<file path="src/rtl/spi_wb_ctrl_pkg.sv">
// Shared types and constants for the SPI-to-Wishbone bridge.
package spi_wb_ctrl_pkg;

    localparam int DATA_W        = 8;
    localparam int BIT_CNT_W     = 3;
    localparam int CMD_WRITE_BIT = 7;

    typedef enum logic [2:0] {
        IDLE   = 3'd0,
        CMD    = 3'd1,
        RD_REQ = 3'd2,
        DATA   = 3'd3,
        WR_REQ = 3'd4
    } state_t;

    // The command byte carries a 7-bit register address; the top address bit is always 0.
    function automatic logic [DATA_W-1:0] cmd_addr(input logic [DATA_W-2:0] a);
        return {1'b0, a};
    endfunction

endpackage

</file>
<file path="src/rtl/spi_shift_reg.sv">
// 8-bit shift register shared by the receive and transmit paths of the SPI slave.
// A parallel load takes priority over a shift in the same cycle.
module spi_shift_reg
    import spi_wb_ctrl_pkg::*;
(
    input  logic              clk,
    input  logic              rst_n,
    input  logic              shift_en,
    input  logic              serial_in,
    input  logic              load,
    input  logic [DATA_W-1:0] load_data,
    output logic [DATA_W-1:0] data,
    output logic              serial_out
);

    // Shift MSB-first, or take a parallel value (read data or a clear).
    always_ff @(posedge clk or negedge rst_n) begin
        if (!rst_n) begin
            data <= '0;
        end else if (load) begin
            data <= load_data;
        end else if (shift_en) begin
            data <= {data[DATA_W-2:0], serial_in};
        end
    end

    assign serial_out = data[DATA_W-1];

endmodule

</file>
<file path="src/rtl/spi_wb_ctrl.sv">
// SPI mode-0 slave that turns two-byte transactions (command/address, data)
// into single Wishbone reads and writes. All SPI inputs are oversampled in clk.
//
// state  | meaning
// -------+-------------------------------------------------------------
// IDLE   | slave select high; bit counter and shift register held at 0
// CMD    | shifting in the command/address byte
// RD_REQ | Wishbone read strobe asserted, waiting for ack
// DATA   | shifting the data byte (read data out / write data in)
// WR_REQ | Wishbone write strobe asserted, waiting for ack
module spi_wb_ctrl
    import spi_wb_ctrl_pkg::*;
#(
    parameter int SYNC_STAGES = 2
) (
    input  logic              clk,
    input  logic              wb_rst_i,
    input  logic              spi_sck,
    input  logic              spi_ss,
    input  logic              spi_mosi,
    output logic              spi_miso,
    output logic [DATA_W-1:0] wb_addr_o,
    input  logic [DATA_W-1:0] wb_dat_i,
    output logic [DATA_W-1:0] wb_dat_o,
    output logic              wb_stb_o,
    input  logic              wb_ack_i,
    output logic              wb_we_o
);

    logic [SYNC_STAGES-1:0] sck_sync;
    logic [SYNC_STAGES-1:0] ss_sync;
    logic [SYNC_STAGES-1:0] mosi_sync;
    logic                   sck_s;
    logic                   ss_s;
    logic                   mosi_s;
    logic                   sck_prev;
    logic                   sck_rise;

    logic [BIT_CNT_W-1:0]   bit_cnt;
    logic                   byte_done;

    logic [DATA_W-1:0]      sr_q;
    logic [DATA_W-1:0]      rx_byte;
    logic [DATA_W-1:0]      sr_load_data;
    logic                   sr_load;
    logic                   sr_shift;
    logic                   sr_msb;
    logic                   unused_sr_top;

    state_t                 state_q;
    state_t                 state_d;
    logic                   int_cmd;
    logic                   int_cmd_d;
    logic [DATA_W-1:0]      int_addr;
    logic [DATA_W-1:0]      int_addr_d;
    logic                   stb_d;
    logic                   we_d;
    logic [DATA_W-1:0]      addr_d;
    logic [DATA_W-1:0]      dat_d;

    // Input synchronizers; SS resets to the deasserted level so nothing starts out of reset.
    always_ff @(posedge clk or negedge wb_rst_i) begin
        if (!wb_rst_i) begin
            sck_sync  <= '0;
            ss_sync   <= '1;
            mosi_sync <= '0;
            sck_prev  <= 1'b0;
        end else begin
            sck_sync  <= {sck_sync[SYNC_STAGES-2:0], spi_sck};
            ss_sync   <= {ss_sync[SYNC_STAGES-2:0], spi_ss};
            mosi_sync <= {mosi_sync[SYNC_STAGES-2:0], spi_mosi};
            sck_prev  <= sck_s;
        end
    end

    assign sck_s    = sck_sync[SYNC_STAGES-1];
    assign ss_s     = ss_sync[SYNC_STAGES-1];
    assign mosi_s   = mosi_sync[SYNC_STAGES-1];
    assign sck_rise = sck_s & ~sck_prev;

    // Bit counter: cleared whenever the slave is deselected, wraps 7 -> 0 at byte end.
    always_ff @(posedge clk or negedge wb_rst_i) begin
        if (!wb_rst_i) begin
            bit_cnt <= '0;
        end else if (state_q == IDLE || ss_s) begin
            bit_cnt <= '0;
        end else if (sck_rise) begin
            bit_cnt <= bit_cnt + 3'd1;
        end
    end

    assign byte_done = sck_rise && (bit_cnt == '1);

    // The byte as it will stand after this edge's shift, used on the completing edge.
    assign rx_byte  = {sr_q[DATA_W-2:0], mosi_s};
    assign sr_shift = sck_rise && !ss_s && (state_q != IDLE);

    spi_shift_reg u_shift_reg (
        .clk        (clk),
        .rst_n      (wb_rst_i),
        .shift_en   (sr_shift),
        .serial_in  (mosi_s),
        .load       (sr_load),
        .load_data  (sr_load_data),
        .data       (sr_q),
        .serial_out (sr_msb)
    );

    // The top bit reaches the pin through serial_out; the parallel copy is only needed below it.
    assign unused_sr_top = sr_q[DATA_W-1];

    // MISO is gated by the raw select so the line is low as soon as the master lets go.
    assign spi_miso = ~spi_ss & sr_msb;

    // State register.
    always_ff @(posedge clk or negedge wb_rst_i) begin
        if (!wb_rst_i) begin
            state_q <= IDLE;
        end else begin
            state_q <= state_d;
        end
    end

    // Next state, shift-register loads and next values of the registered Wishbone outputs.
    always_comb begin
        state_d      = state_q;
        int_cmd_d    = int_cmd;
        int_addr_d   = int_addr;
        stb_d        = wb_stb_o;
        we_d         = wb_we_o;
        addr_d       = wb_addr_o;
        dat_d        = wb_dat_o;
        sr_load      = 1'b0;
        sr_load_data = '0;

        case (state_q)
            IDLE: begin
                sr_load = 1'b1;
                if (!ss_s) begin
                    state_d = CMD;
                end
            end

            CMD: begin
                if (ss_s) begin
                    state_d = IDLE;
                end else if (byte_done) begin
                    int_cmd_d  = rx_byte[CMD_WRITE_BIT];
                    int_addr_d = cmd_addr(rx_byte[DATA_W-2:0]);
                    if (rx_byte[CMD_WRITE_BIT]) begin
                        state_d = DATA;
                    end else begin
                        state_d = RD_REQ;
                        stb_d   = 1'b1;
                        we_d    = 1'b0;
                        addr_d  = cmd_addr(rx_byte[DATA_W-2:0]);
                    end
                end
            end

            // A strobe already on the bus is always finished, even if SS went away.
            RD_REQ: begin
                if (wb_ack_i) begin
                    stb_d        = 1'b0;
                    sr_load      = 1'b1;
                    sr_load_data = wb_dat_i;
                    state_d      = ss_s ? IDLE : DATA;
                end
            end

            DATA: begin
                if (ss_s) begin
                    state_d = IDLE;
                end else if (byte_done) begin
                    if (int_cmd) begin
                        state_d = WR_REQ;
                        stb_d   = 1'b1;
                        we_d    = 1'b1;
                        addr_d  = int_addr;
                        dat_d   = rx_byte;
                    end else begin
                        state_d = CMD;
                    end
                end
            end

            // Clearing the shift register here keeps MISO low for the next command byte.
            WR_REQ: begin
                if (wb_ack_i) begin
                    stb_d   = 1'b0;
                    sr_load = 1'b1;
                    state_d = ss_s ? IDLE : CMD;
                end
            end

            default: begin
                state_d = IDLE;
            end
        endcase
    end

    // Registered Wishbone outputs and the latched command; address/data/we hold after the cycle.
    always_ff @(posedge clk or negedge wb_rst_i) begin
        if (!wb_rst_i) begin
            wb_stb_o  <= 1'b0;
            wb_we_o   <= 1'b0;
            wb_addr_o <= '0;
            wb_dat_o  <= '0;
            int_cmd   <= 1'b0;
            int_addr  <= '0;
        end else begin
            wb_stb_o  <= stb_d;
            wb_we_o   <= we_d;
            wb_addr_o <= addr_d;
            wb_dat_o  <= dat_d;
            int_cmd   <= int_cmd_d;
            int_addr  <= int_addr_d;
        end
    end

endmodule

</file>
<file path="config.mk">
export PLATFORM = sky130hd
export DESIGN_NAME = spi_wb_ctrl
export DESIGN_NICKNAME = d
export VERILOG_FILES = /design/src/rtl/spi_wb_ctrl_pkg.sv /design/src/rtl/spi_shift_reg.sv /design/src/rtl/spi_wb_ctrl.sv
export SDC_FILE = /design/constraint.sdc
export NUM_CORES = 1
export LEC_CHECK = 0
export CAP_MARGIN = 20
export CELL_PAD_IN_SITES_DETAIL_PLACEMENT = 1
export CELL_PAD_IN_SITES_GLOBAL_PLACEMENT = 1
export CORE_ASPECT_RATIO = 0.5
export CORE_UTILIZATION = 46
export CTS_BUF_LIST = sky130_fd_sc_hd__clkbuf_16
export CTS_CLUSTER_SIZE = 8
export DETAILED_ROUTE_END_ITERATION = 8
export PLACE_DENSITY_LB_ADDON = 0.25
export SLEW_MARGIN = 30
export SYNTH_ARGS = -nofsm -noshare
export SYNTH_HDL_FRONTEND = slang
export SYNTH_SLANG_ARGS = --single-unit
</file>
<file path="constraint.sdc">
create_clock -name clk -period 2.47 [get_ports clk]
set_input_delay 0.3705 -clock clk [delete_from_list [all_inputs] [get_ports clk]]
set_output_delay 0.3705 -clock clk [all_outputs]
set_load 0.02 [all_outputs]
</file>
# After elaboration in Yosys (flattened, before gate mapping)
# Index checks and enable logic that the tools add are counted.
# op_classes
div_mod_pow,0
magnitude_cmp,0
multipliers,0
shifts,0
reduce_logical,17
addsub,1
muxes,39
bitwise_logic,5
eq_ne,17
# op_table
cell,count
$mux 8,10
$mux 3,10
$ne 2x2->1 const B,9
$pmux 8 s2,1
$pmux 3 s5,1
$mux 1,13
$reduce_and 8->1,1
$reduce_and 7->1,1
$eq 3x2->1 const B,2
$eq 3x3->1 const B,2
$ne 3x3->1 const B,2
$reduce_bool 2->1,3
$reduce_bool 3->1,2
$reduce_and 5->1,1
$pmux 1 s2,2
$reduce_and 4->1,1
$add 3x1->3 const B,1
$eq 3x1->1 const B,1
$logic_and 1x1->1,3
$logic_not 3->1,1
$not 1->1,3
$pmux 1 s3,1
$reduce_and 3->1,1
$and 1x1->1,2
other kinds (5),5
# word_totals
latch_bits,0
out_inout_bits,19
reg_bits,47
romBits,0
ramBits,0
wordCells,92
in_bits,14
memories,0

# Depth between registers and ports, before layout
# Gate-level depths: netlist of the first run.
# depth
ltp_word,6
depth_mapped,7
ltp_nobuf,6

# Cells and area by module
# Synthesis of the first run repeated with hierarchy kept, for this count alone.
# hier_totals
hier_cells,169
hier_area_um2,2162.1
# modules_own_cells
module,cells_each,seq_area_each_um2,area_per_inst_um2,instances
spi_wb_ctrl,134,953.4,1781.7,1
spi_shift_reg,35,200.2,380.4,1

# Worst setup path after synthesis of the first run
# Ideal clock, no wire load.
# synth_timing
kind,register -> register
startpoint,register bit_cnt[0]
endpoint,register wb_dat_o[0]
required_ns,2.342
t_arrival_ns,1.562
path_buffers,0
setup_slack_ns,0.781
setup_ns,0.128
stages_incl_launch_ff,7
cell_sequence,dfrtp_1 -> ha_1 -> ha_1 -> and4b_2 -> nand2_2 -> nor2_4 -> mux2_1
# synth_via
elab_chain_cells,3
# synth_rtl
item,line,text
"start, declared",spi_wb_ctrl.sv:39,logic [BIT_CNT_W-1:0] bit_cnt;
"start signal, assigned",spi_wb_ctrl.sv:88,bit_cnt <= bit_cnt + 3'd1;
$eq 3x3->1,spi_wb_ctrl.sv:92,assign byte_done = sck_rise && (bit_cnt == '1);
$logic_and 1x1->1,spi_wb_ctrl.sv:92,
$reduce_and 4->1 (no source line),-,
"end signal, assigned",spi_wb_ctrl.sv:215,wb_dat_o <= dat_d;
"end, declared",spi_wb_ctrl.sv:24,"output logic [DATA_W-1:0] wb_dat_o,"
# Every way passes these cells.
# A chain may end at the register's enable or synchronous reset.

# Final worst setup path of the first run
# Same ends and word-level chain as after synthesis.

==> results by group, run 1 <==
Setup path
  – CP max stage cell: dfrtp_1
  – WP buf/inv: 0
  – Critical path required time: 2.64 ns
  – Critical path type: flip-flop to flip-flop
  – Worst Setup Start Kind: flip-flop
  – Top Family by Delay on Critical Path: simple AND/OR/NAND/NOR gates
  – Crit path top cell by count: ha_1
  – Worst setup EP type: flip-flop
  – Critical path peak fanout: 10
  – Worst path cell trace: ha_1 -> ha_1 -> and4b_2 -> nand2_2 -> nor2_4 -> mux2_1
  – Slowest cell delay on critical path: 0.37 ns
  – Arrival time of the worst setup path: 2.07 ns

Synth
  – Largest family of logic cells by synthesized area: multiplexers
  – Post-Synth Simple-Gate Area: 0.111
  – Mux cell area share after synthesis: 0.170
  – Post-Synth XOR/XNOR Area: 0.00852
  – Yosys cell types: 37
  – Seq cells post-synth: 46
  – Avg Cell Area, Syn: 12.6 um^2
  – Ys Warns: 0
  – Compound-gate portion of the synthesized area: 0.0974
  – Mapped Nets: 179
  – Synth Cell Area: 2060 um^2
  – Seq/Total Area, Yosys: 0.561
  – Adder-Cell Fraction of Synth Area: 0.0177
  – Post-Synthesis Cells: 163

Outcome
  – Status: complete, no violations

Timing
  – Slew @ Worst Pin: 0.719 ns
  – Tmin final: 1.91 ns
  – Peak Freq: 524 MHz
  – Worst rel slew slack: 0.521
  – Setup violators final: 0
  – Final hold violations: 0
  – Clk_skew: 0.00831 ns
  – RSZ-0062 raised after global routing: false
  – Fin Setup TNS: 0 ns
  – Max Transition Viols Final: 0
  – Final Cycle Share: 0.772

Floorplanning
  – Die Area: 4760 um^2
  – Die Span X: 96.5 um
  – Top Ports: 33
  – Die height: 49.3 um
  – Initial Util: 0.503
  – FP Rows: 16
  – CORE AREA: 4080 um^2

CTS
  – Hold buffer count at CTS: 0
  – Clock Tree Buf Depth: 2
  – Post-CTS setup buffers: 0
  – CTS resizes: 0
  – Clk_lat worst skew: 0.29 ns
  – CTS sink cnt: 46
  – Clock Pin Slew Worst Setup and Hold Paths: 0.07 ns
  – # H-tree levels: 2
  – CTS tree: done
  – Root buf cell: clkbuf_16
  – Inserted Clock Buffers: 5

Detailed routing
  – DR iter-0 viols: 54
  – Drt total wl: 4.64 mm
  – Drt via density: 5.47
  – Antenna Nets Post-Route: 0
  – Via count: 1357
  – Drt wl/cell: 18.7 um
  – DR pass1 iterations: 4
  – # DRC: 0

GRT
  – GRT Total Usage: 0.231
  – Gr ovfl total: 0
  – First-pass GRT wire length: 7.93 mm
  – Vias in the first global route: 1534
  – Initial antenna violation count: 0
  – Pin count of the biggest net entering global routing: 29

Placement
  – Port Buffers: 31
  – Gp weighted congestion: 0.713
  – Post-DP Area: 2380 um^2
  – HPWL Detailed: 3.02 mm

Cells and area
  – Share of layout cells above drive strength 1: 0.149
  – Post-route design area: 2550 um^2
  – N_diodes: 0
  – Final nets: 209
  – Area grow syn2layout: 23.9%
  – Util after Layout: 0.624

Job
  – Max-cap viol count: 0

Power and ir drop
  – Power density over cell area: 690 nW/um^2
  – Overall Power: 1.76 mW
  – IR Drop Worst-Case VDD: 0.000275 V
  – Lkg Pwr: 1.20 nW

Worst hold path
  – Hold Path Class: input port to async pin
[layer usage]
| metal | vias up | global-route usage | wire [um] |
|---|---|---|---|
| met3 | 7 | 0.0623 | 121 |
| met2 | 16 | 0.381 | 2340 |
| met4 | 0 | 0.0588 | 44 |
| li1 | 629 | - | - |
| met1 | 705 | 0.301 | 2130 |
| met5 | - | 0 | 0 |
[cells in the mapped netlist]
| cell type | count | share of area |
|---|---|---|
| o22ai_1 | 1 | 0.0030 |
| dfrtp_1 | 44 | 0.54 |
| a21o_1 | 1 | 0.0037 |
| o2111ai_2 | 1 | 0.0073 |
| nor3_4 | 1 | 0.0079 |
| buf_1 | 1 | 0.0018 |
| nand3b_1 | 2 | 0.0073 |
| a21oi_1 | 3 | 0.0073 |
| o21ai_1 | 7 | 0.017 |
| mux2_1 | 16 | 0.088 |
| buf_2 | 4 | 0.0097 |
| nor2_4 | 4 | 0.022 |
| nor3_2 | 1 | 0.0049 |
| nor2b_1 | 2 | 0.0061 |
| inv_1 | 3 | 0.0055 |
| nor3_1 | 3 | 0.0073 |
| a31o_1 | 1 | 0.0043 |
| nand2b_1 | 2 | 0.0061 |
| buf_4 | 2 | 0.0073 |
| ha_1 | 2 | 0.012 |
| mux2i_1 | 17 | 0.083 |
| buf_6 | 1 | 0.0055 |
| dfstp_2 | 2 | 0.026 |
| a22oi_1 | 3 | 0.011 |
| o21ai_2 | 8 | 0.034 |
| clkbuf_2 | 1 | 0.0024 |
| nor2_1 | 3 | 0.0055 |
| o21ai_0 | 1 | 0.0024 |
| xor2_1 | 2 | 0.0085 |
| o22a_1 | 1 | 0.0043 |
| a31oi_1 | 1 | 0.0030 |
| and4b_2 | 1 | 0.0055 |
| maj3_2 | 1 | 0.0055 |
| and3b_1 | 1 | 0.0043 |
| conb_1 | 1 | 0.0018 |
| nand2_2 | 1 | 0.0030 |
| nand2_1 | 17 | 0.031 |
[worst reg2reg max path, cell delays in order (launching register included)]
cell	delay, ns
dfrtp_1	0.37
ha_1	0.16
ha_1	0.16
and4b_2	0.30
nand2_2	0.11
nor2_4	0.33
mux2_1	0.37
[state kept, by name (all words and copies together), names as in the netlist, 2 cells and up]
name              count
bit_cnt               3
int_addr              7
mosi_sync             2
sck_sync              2
ss_sync               2
state_q               3
u_shift_reg.data      8
wb_addr_o             7
wb_dat_o              8
[logic make-up (layout without fill, tap and decap cells)]
family	Yosys count	after routing
DFF	46	46
and+or+nand+nor	38	38
muxes	33	33
AOI/OAI and AO/OA	28	28
buffers and inverters	12	43
adders and majority gates	3	3
xor gates and xnor gates	2	2
other	1	1
[through the flow]
stage	cells	hold WS, ns	setup WS (ns)
after detailed placement	240	0.341	0.553
after global routing	248	0.0651	0.438
after CTS	248	0.0441	0.546
after global placement	240	0.336	0.597
final	248	0.0295	0.563
after floorplan	163	0.0749	0.781
[placed cells by master (no fill, tap or decap), drive strengths merged]
master | netlist | routed
o22a | 1 | 1
o21ai | 16 | 16
dfstp | 2 | 2
nand2 | 18 | 18
maj3 | 1 | 1
nor3 | 5 | 5
mux2i | 17 | 17
a21oi | 3 | 3
nand2b | 2 | 2
clkdlybuf4s50 | 0 | 30
bufinv | 0 | 1
and4b | 1 | 1
xor2 | 2 | 2
nand3b | 2 | 2
o2111ai | 1 | 1
buf | 8 | 2
nor2b | 2 | 2
nor2 | 7 | 7
conb | 1 | 1
clkinvlp | 0 | 1
a31oi | 1 | 1
o22ai | 1 | 1
a22oi | 3 | 3
a21o | 1 | 1
mux2 | 16 | 16
ha | 2 | 2
and3b | 1 | 1
clkbuf | 1 | 5
a31o | 1 | 1
inv | 3 | 4
dfrtp | 44 | 44
[final timing paths]
| check | from | to | slack, ns | cells past startpoint |
|---|---|---|---|---|
| hold / removal | wb_rst_i | wb_dat_o[3] | 0.03 | 1 |
| setup reg to reg | bit_cnt[0] | wb_dat_o[0] | 0.56 | 6 |
| setup / recovery | bit_cnt[0] | wb_dat_o[0] | 0.56 | 6 |
| min in group clk | sck_sync[0] | sck_sync[1] | 0.36 | 0 |
| max in group asynchronous | wb_rst_i | ss_sync[0] | 1.64 | 2 |
| hold reg to reg | sck_sync[0] | sck_sync[1] | 0.36 | 0 |
[power by group]
group          total (mW)  switching, mW  internal [mW]  leakage, nW
logic               0.184          0.117         0.0671        0.505
clock network       0.756          0.283          0.474       0.0812
registers           0.818         0.0444          0.774        0.616
total                1.76          0.444           1.31         1.20
[final cells by class]
class                   instances  area, um^2
flip-flops and latches         46        1150
clock inverters                 3        41.3
clock buffers                   5         125
well taps                      54        67.6
multi-input cells             105         836
fillers                       424        1540
inverters                       3        11.3
repair buffers                 32         313
No activity file was read; power rests on OpenSTA's default activity.
==> inputs of run 2 (changes only) <==
--- a/config.mk
+++ b/config.mk
@@ -9,7 +9,7 @@
 export CELL_PAD_IN_SITES_DETAIL_PLACEMENT = 1
 export CELL_PAD_IN_SITES_GLOBAL_PLACEMENT = 1
 export CORE_ASPECT_RATIO = 0.5
-export CORE_UTILIZATION = 46
+export CORE_UTILIZATION = 42
 export CTS_BUF_LIST = sky130_fd_sc_hd__clkbuf_16
 export CTS_CLUSTER_SIZE = 8
 export DETAILED_ROUTE_END_ITERATION = 8
==> constraint.sdc (replaced) <==
create_clock -name clk -period 1.85 [get_ports clk]
set_input_delay 0.2775 -clock clk [delete_from_list [all_inputs] [get_ports clk]]
set_output_delay 0.2775 -clock clk [all_outputs]
set_load 0.02 [all_outputs]
==> run 2 against run 1 <==
Final cell count is 10% higher; critical endpoint is now int_addr[2]; hold slack better by 0.32 ns; core utilization is 2.8 points lower; largest cell class unchanged; clock skew is 0.00091 ns lower; first-iteration DRC count is 80% lower; critical path depth is 1 higher; power is 31% higher; register-to-register slack worse by 0.51 ns; routed wire length is 0.47% lower; sequential cell count stayed put; die area is 9.2% higher; count of clock-buffer cells in the layout stayed put.
==> results by group, run 2 (same netlist as run 1, synthesis figures left out) <==
Detailed routing
  – Antenna Nets Post-Route: 0 (unchanged)
  – Via count: 1378 (was 1357)
  – Drt total wl: 4.62 mm (was 4.64 mm)
  – Drt via density: 5.05 (was 5.47)
  – # DRC: 0 (unchanged)
  – Drt wl/cell: 16.9 um (was 18.7 um)
  – DR pass1 iterations: 3 (was 4)
  – DR iter-0 viols: 11 (was 54)

Setup path
  – Arrival time of the worst setup path: 1.97 ns (was 2.07 ns)
  – Worst Setup Start Kind: flip-flop (unchanged)
  – Worst setup EP type: flip-flop (unchanged)
  – Critical path peak fanout: 8 (was 10)
  – Critical path required time: 2.02 ns (was 2.64 ns)
  – Critical path type: flip-flop to flip-flop (unchanged)

GRT
  – M3 GR Usage: 0.0698 (was 0.0623)
  – GR peak layer: met2 (unchanged)
  – Pin count of the biggest net entering global routing: 39 (was 29)
  – Grt met1 use: 0.257 (was 0.301)
  – Met2 Track Usage GR: 0.344 (was 0.381)
  – First-pass GRT wire length: 7.69 mm (was 7.93 mm)
  – GRT Total Usage: 0.206 (was 0.231)
  – Vias in the first global route: 1478 (was 1534)
  – Initial antenna violation count: 0 (unchanged)
  – Gr ovfl total: 0 (unchanged)

CTS
  – CTS tree: done (unchanged)
  – Clock Tree Buf Depth: 2 (unchanged)
  – Root buf cell: clkbuf_16 (unchanged)
  – Clk_lat worst skew: 0.29 ns (about the same)
  – CTS sink cnt: 46 (unchanged)
  – Clock Pin Slew Worst Setup and Hold Paths: 0.06 ns (was 0.07 ns)
  – Inserted Clock Buffers: 5 (unchanged)
  – # H-tree levels: 2 (unchanged)

Cells and area
  – N_diodes: 0 (unchanged)
  – FF/Latch Area: 1150 um^2 (unchanged)
  – Fill cell count: 471 (was 424)
  – Final nets: 222 (was 209)
  – Area grow syn2layout: 31.8% (was 23.9%)
  – Biggest regs: u_shift_reg.data: 8 flops, wb_dat_o: 8 flops (unchanged)
  – Final std cells w/o fill: 273 (was 248)
  – Commonest non-fill, non-tap cell in the layout: dfrtp_1 (unchanged)
  – Share of layout cells above drive strength 1: 0.213 (was 0.149)
  – Commonest non-fill, non-tap cells in the layout: 44 x dfrtp_1, 30 x clkdlybuf4s50_1, 17 x nand2_1, 17 x mux2i_1, 13 x mux2_1 (was 44 x dfrtp_1, 30 x clkdlybuf4s50_1, 17 x nand2_1, 17 x mux2i_1, 16 x mux2_1)
  – Area of the multi-input gates: 855 um^2 (was 836 um^2)
  – Util after Layout: 0.595 (was 0.624)

Power and ir drop
  – Clock power frac: 0.378 (was 0.430)
  – Net Switching: 598 uW (was 444 uW)
  – IR Drop Worst-Case VDD: 0.000455 V (was 0.000275 V)
  – Power density over cell area: 848 nW/um^2 (was 690 nW/um^2)
  – Net Sw Frac: 0.260 (was 0.252)
  – Internal power: 1.70 mW (was 1.31 mW)
  – Lkg Pwr: 1.28 nW (was 1.20 nW)
  – Gate power share: 0.163 (was 0.105)
  – Seq pwr share: 0.459 (was 0.465)

Placement
  – Gp weighted congestion: 0.713 (about the same)
  – Port Buffers: 31 (unchanged)
  – HPWL Detailed: 3.01 mm (was 3.02 mm)
  – Pre-CTS setup slack: -0.0387 ns (was 0.553 ns)
  – Placed insts: 260 (was 240)

Timing
  – Final hold violations: 0 (unchanged)
  – RSZ-0062 raised after global routing: true (was false)
  – Tmin final: 1.80 ns (was 1.91 ns)
  – Final worst setup slack: 0.0501 ns (was 0.563 ns)
  – Setup violators final: 0 (unchanged)
  – Clk_skew: 0.00740 ns (was 0.00831 ns)
  – Fin Setup TNS: 0 ns (unchanged)
  – Max Transition Viols Final: 0 (unchanged)
  – Peak Freq: 556 MHz (was 524 MHz)
  – Final Cycle Share: 0.973 (was 0.772)

Floorplanning
  – Die Area: 5200 um^2 (was 4760 um^2)
  – CORE AREA: 4550 um^2 (was 4080 um^2)
  – Top Ports: 33 (unchanged)
  – Die height: 51.5 um (was 49.3 um)
  – Die Span X: 101 um (was 96.5 um)
  – Initial Util: 0.452 (was 0.503)
  – FP Rows: 17 (was 16)

Worst hold path
  – Hold Path Class: flip-flop to flip-flop (was input port to async pin)

Job
  – Max-cap viol count: 0 (unchanged)

Outcome
  – Status: complete, no violations (unchanged)
[run 2: metrics by stage]
step | hold slack (ns) | power (mW) | cell area, um^2
after global placement | 0.148 | 1.44 | 2480
after CTS | 0.354 | 2.33 | 2650
after floorplan | -0.0181 | 1.27 | 2060
after detailed placement | 0.150 | 1.45 | 2480
after global routing | 0.364 | 2.40 | 2710
final | 0.354 | 2.30 | 2710
[run 2: critical path, stage by stage (launching register included)]
cell and delay, ns:
dfrtp_1 0.36, ha_1 0.16, ha_2 0.18, and4b_2 0.30
nand2_4 0.08, nor2_4 0.13, buf_12 0.14, mux2_1 0.32
[run 2: power groups by stage]
stage | Sequential, mW | Clock, mW | Combinational, mW
global placement | 1.07 | 0 | 0.363
finish | 1.06 | 0.869 | 0.374
floorplan | 1.06 | 0 | 0.202
CTS | 1.05 | 0.893 | 0.378
detailed placement | 1.07 | 0 | 0.374
global route | 1.06 | 0.929 | 0.413
[run 2: path summary, 6_finish.rpt]
path / startpoint / endpoint / slack [ns] / cells past startpoint
max reg2reg: bit_cnt[0] / int_addr[2] / 0.05 / 7
min: mosi_sync[0] / mosi_sync[1] / 0.35 / 0
min reg2reg: mosi_sync[0] / mosi_sync[1] / 0.35 / 0
max: bit_cnt[0] / int_addr[2] / 0.05 / 7
min in group asynchronous: wb_rst_i / u_shift_reg.data[2] / 0.38 / 2
max in group asynchronous: wb_rst_i / ss_sync[1] / 0.93 / 3
[run 2: metal layers]
layer  routed length, um  vias up
met2                2270       21
met3                 176        9
met5                   0        -
li1                    -      651
met1                2100      697
met4                  76        0
[run 2: area by class of cell]
| type | instances | area share |
|---|---|---|
| sequential | 46 | 0.426 |
| tap | 66 | 0.0305 |
| multi-input combinational | 105 | 0.315 |
| timing repair buffer | 45 | 0.172 |
| clock inverter | 3 | 0.00600 |
| inverter | 3 | 0.00416 |
| clock buffer | 5 | 0.0462 |
[run 2: what timing repair did]
action	CTS	global route
hold buffers	1	0
pin swaps	1	2
setup endpoints to repair	8	16
gates resized for setup	0	6
endpoints found under the hold margin	8	0
setup buffers	1	3
==> inputs of run 3 (changes only) <==
==> constraint.sdc (replaced) <==
create_clock -name clk -period 1.85 [get_ports clk]
set_input_delay 0.2775 -clock clk [delete_from_list [all_inputs] [get_ports clk]]
set_output_delay 0.2775 -clock clk [all_outputs]
set_load 0.005 [all_outputs]
==> run 3 against run 2 <==
Combinational power hardly changed; maximum frequency is 0.70% lower; die area stayed put; sequential cell count stayed put; critical path depth stayed put; highest routed layer unchanged.
==> results by group, run 3 (same netlist as run 1, synthesis figures left out) <==
Outcome
  – Status: complete, no violations (unchanged)

Timing
  – Fin Setup TNS: 0 ns (unchanged)
  – Hold WS: 0.0750 ns (was 0.354 ns)
  – Max Transition Viols Final: 0 (unchanged)
  – Setup violators final: 0 (unchanged)
  – Worst rel slew slack: 0.606
  – Final hold violations: 0 (unchanged)
  – Slew @ Worst Pin: 0.590 ns
  – RSZ-0062 raised after global routing: false (was true)
  – Clk_skew: 0.00652 ns (was 0.00740 ns)
  – Final Cycle Share: 0.980 (was 0.973)
  – Final worst setup slack: 0.0374 ns (was 0.0501 ns)
  – Peak Freq: 552 MHz (was 556 MHz)
  – Tmin final: 1.81 ns (was 1.80 ns)

Setup path
  – Critical path required time: 2.01 ns (was 2.02 ns)
  – Worst Setup Start Kind: flip-flop (unchanged)
  – Critical path peak fanout: 7 (was 8)
  – Reg-to-reg setup timing slack: 0.04 ns (was 0.05 ns)
  – Critical path type: flip-flop to flip-flop (unchanged)
  – Arrival time of the worst setup path: 1.97 ns (about the same)
  – Worst setup EP type: flip-flop (unchanged)

Floorplanning
  – Initial Util: 0.452 (unchanged)
  – Die Area: 5200 um^2 (unchanged)
  – Top Ports: 33 (unchanged)
  – FP Rows: 17 (unchanged)
  – Die height: 51.5 um (unchanged)
  – Die Span X: 101 um (unchanged)
  – CORE AREA: 4550 um^2 (unchanged)

CTS
  – Clock Pin Slew Worst Setup and Hold Paths: 0.07 ns (was 0.06 ns)
  – # H-tree levels: 2 (unchanged)
  – CTS sink cnt: 46 (unchanged)
  – CTS tree: done (unchanged)
  – Clock Tree Buf Depth: 2 (unchanged)
  – Inserted Clock Buffers: 5 (unchanged)
  – Root buf cell: clkbuf_16 (unchanged)
  – Clk_lat worst skew: 0.28 ns (was 0.29 ns)

Cells and area
  – Util after Layout: 0.596 (was 0.595)
  – Share of layout cells above drive strength 1: 0.223 (was 0.213)
  – Final std cells w/o fill: 272 (was 273)
  – Biggest regs: u_shift_reg.data: 8 flops, wb_dat_o: 8 flops (unchanged)
  – Commonest non-fill, non-tap cell in the layout: dfrtp_1 (unchanged)
  – Area grow syn2layout: 32.0% (was 31.8%)
  – Post-route design area: 2710 um^2 (about the same)
  – N_diodes: 0 (unchanged)
  – Final nets: 221 (was 222)
  – Fill cell count: 470 (was 471)
  – Commonest non-fill, non-tap cells in the layout: 44 x dfrtp_1, 30 x clkdlybuf4s50_1, 17 x nand2_1, 17 x mux2i_1, 11 x mux2_1 (was 44 x dfrtp_1, 30 x clkdlybuf4s50_1, 17 x nand2_1, 17 x mux2i_1, 13 x mux2_1)

Detailed routing
  – DR pass1 iterations: 5 (was 3)
  – Drt total wl: 4.55 mm (was 4.62 mm)
  – Drt wl/cell: 16.7 um (was 16.9 um)
  – # DRC: 0 (unchanged)
  – Drt via density: 5.16 (was 5.05)
  – DR iter-0 viols: 27 (was 11)
  – Via count: 1403 (was 1378)
  – Antenna Nets Post-Route: 0 (unchanged)

Job
  – Max-cap viol count: 0 (unchanged)

Power and ir drop
  – Power density over cell area: 894 nW/um^2 (was 848 nW/um^2)
  – IR Drop Worst-Case VDD: 0.000379 V (was 0.000455 V)
  – Lkg Pwr: 1.28 nW (about the same)
  – Overall Power: 2.43 mW (was 2.30 mW)

GRT
  – Gr ovfl total: 0 (unchanged)
  – Initial antenna violation count: 0 (unchanged)
  – GRT Total Usage: 0.205 (was 0.206)
  – First-pass GRT wire length: 7.85 mm (was 7.69 mm)
  – Pin count of the biggest net entering global routing: 47 (was 39)
  – Vias in the first global route: 1520 (was 1478)

Placement
  – Pre-CTS setup slack: -0.0769 ns (was -0.0387 ns)
  – Gp weighted congestion: 0.731 (was 0.713)
  – HPWL Detailed: 2.99 mm (was 3.01 mm)
  – Post-DP Area: 2470 um^2 (was 2480 um^2)
  – Port Buffers: 31 (unchanged)
  – Placed insts: 260 (unchanged)

Worst hold path
  – Hold Path Class: input port to async pin (was flip-flop to flip-flop)
-- run 3: routing by layer --
metal / global-route usage / vias to the layer above / share of wire / wire length, um
li1: - / 653 / - / -
met1: 0.268 / 720 / 0.47 / 2140
met2: 0.342 / 24 / 0.48 / 2190
met3: 0.0534 / 6 / 0.033 / 148
met4: 0.0556 / 0 / 0.014 / 65
met5: 0 / - / 0 / 0
-- run 3: final timing paths --
kind | from | cells after the start | end
worst min-delay path | wb_rst_i | 2 | u_shift_reg.data[2]
worst max register to register | bit_cnt[0] | 7 | int_addr[5]
worst max-delay path | bit_cnt[0] | 7 | int_addr[5]
worst min register to register | ss_sync[0] | 0 | ss_sync[1]
min in group clk | ss_sync[0] | 0 | ss_sync[1]
max in group asynchronous | wb_rst_i | 2 | state_q[0]
-- run 3: cell type report --
class	instances	area (um^2)	share of cell area
inverter	3	11.3	0.00415
multi-input combinational	105	860	0.317
clock inverter	3	41.3	0.0152
tap	66	82.6	0.0304
sequential	46	1150	0.425
timing repair buffer	44	440	0.162
clock buffer	5	125	0.0461
-- run 3: repair_timing --
action	in CTS	in global routing
buffers inserted	3	1
pin swaps	3	1
setup endpoints to repair	15	13
hold buffers	0	0
gates resized for setup	0	6
-- run 3: report_power, final --
| part | leakage [nW] | switching (mW) | total, mW | internal (mW) |
|---|---|---|---|---|
| sequential | 0.616 | 0.0205 | 1.05 | 1.03 |
| clock | 0.0812 | 0.366 | 0.998 | 0.632 |
| combinational | 0.583 | 0.207 | 0.374 | 0.167 |
-- run 3: critical path: stages, from the launching register on --
cell and delay (ns):
dfrtp_1 0.40, ha_1 0.21, ha_1 0.20, and4b_2 0.27
nand2_4 0.11, nor2_4 0.05, buf_12 0.16, mux2_1 0.30
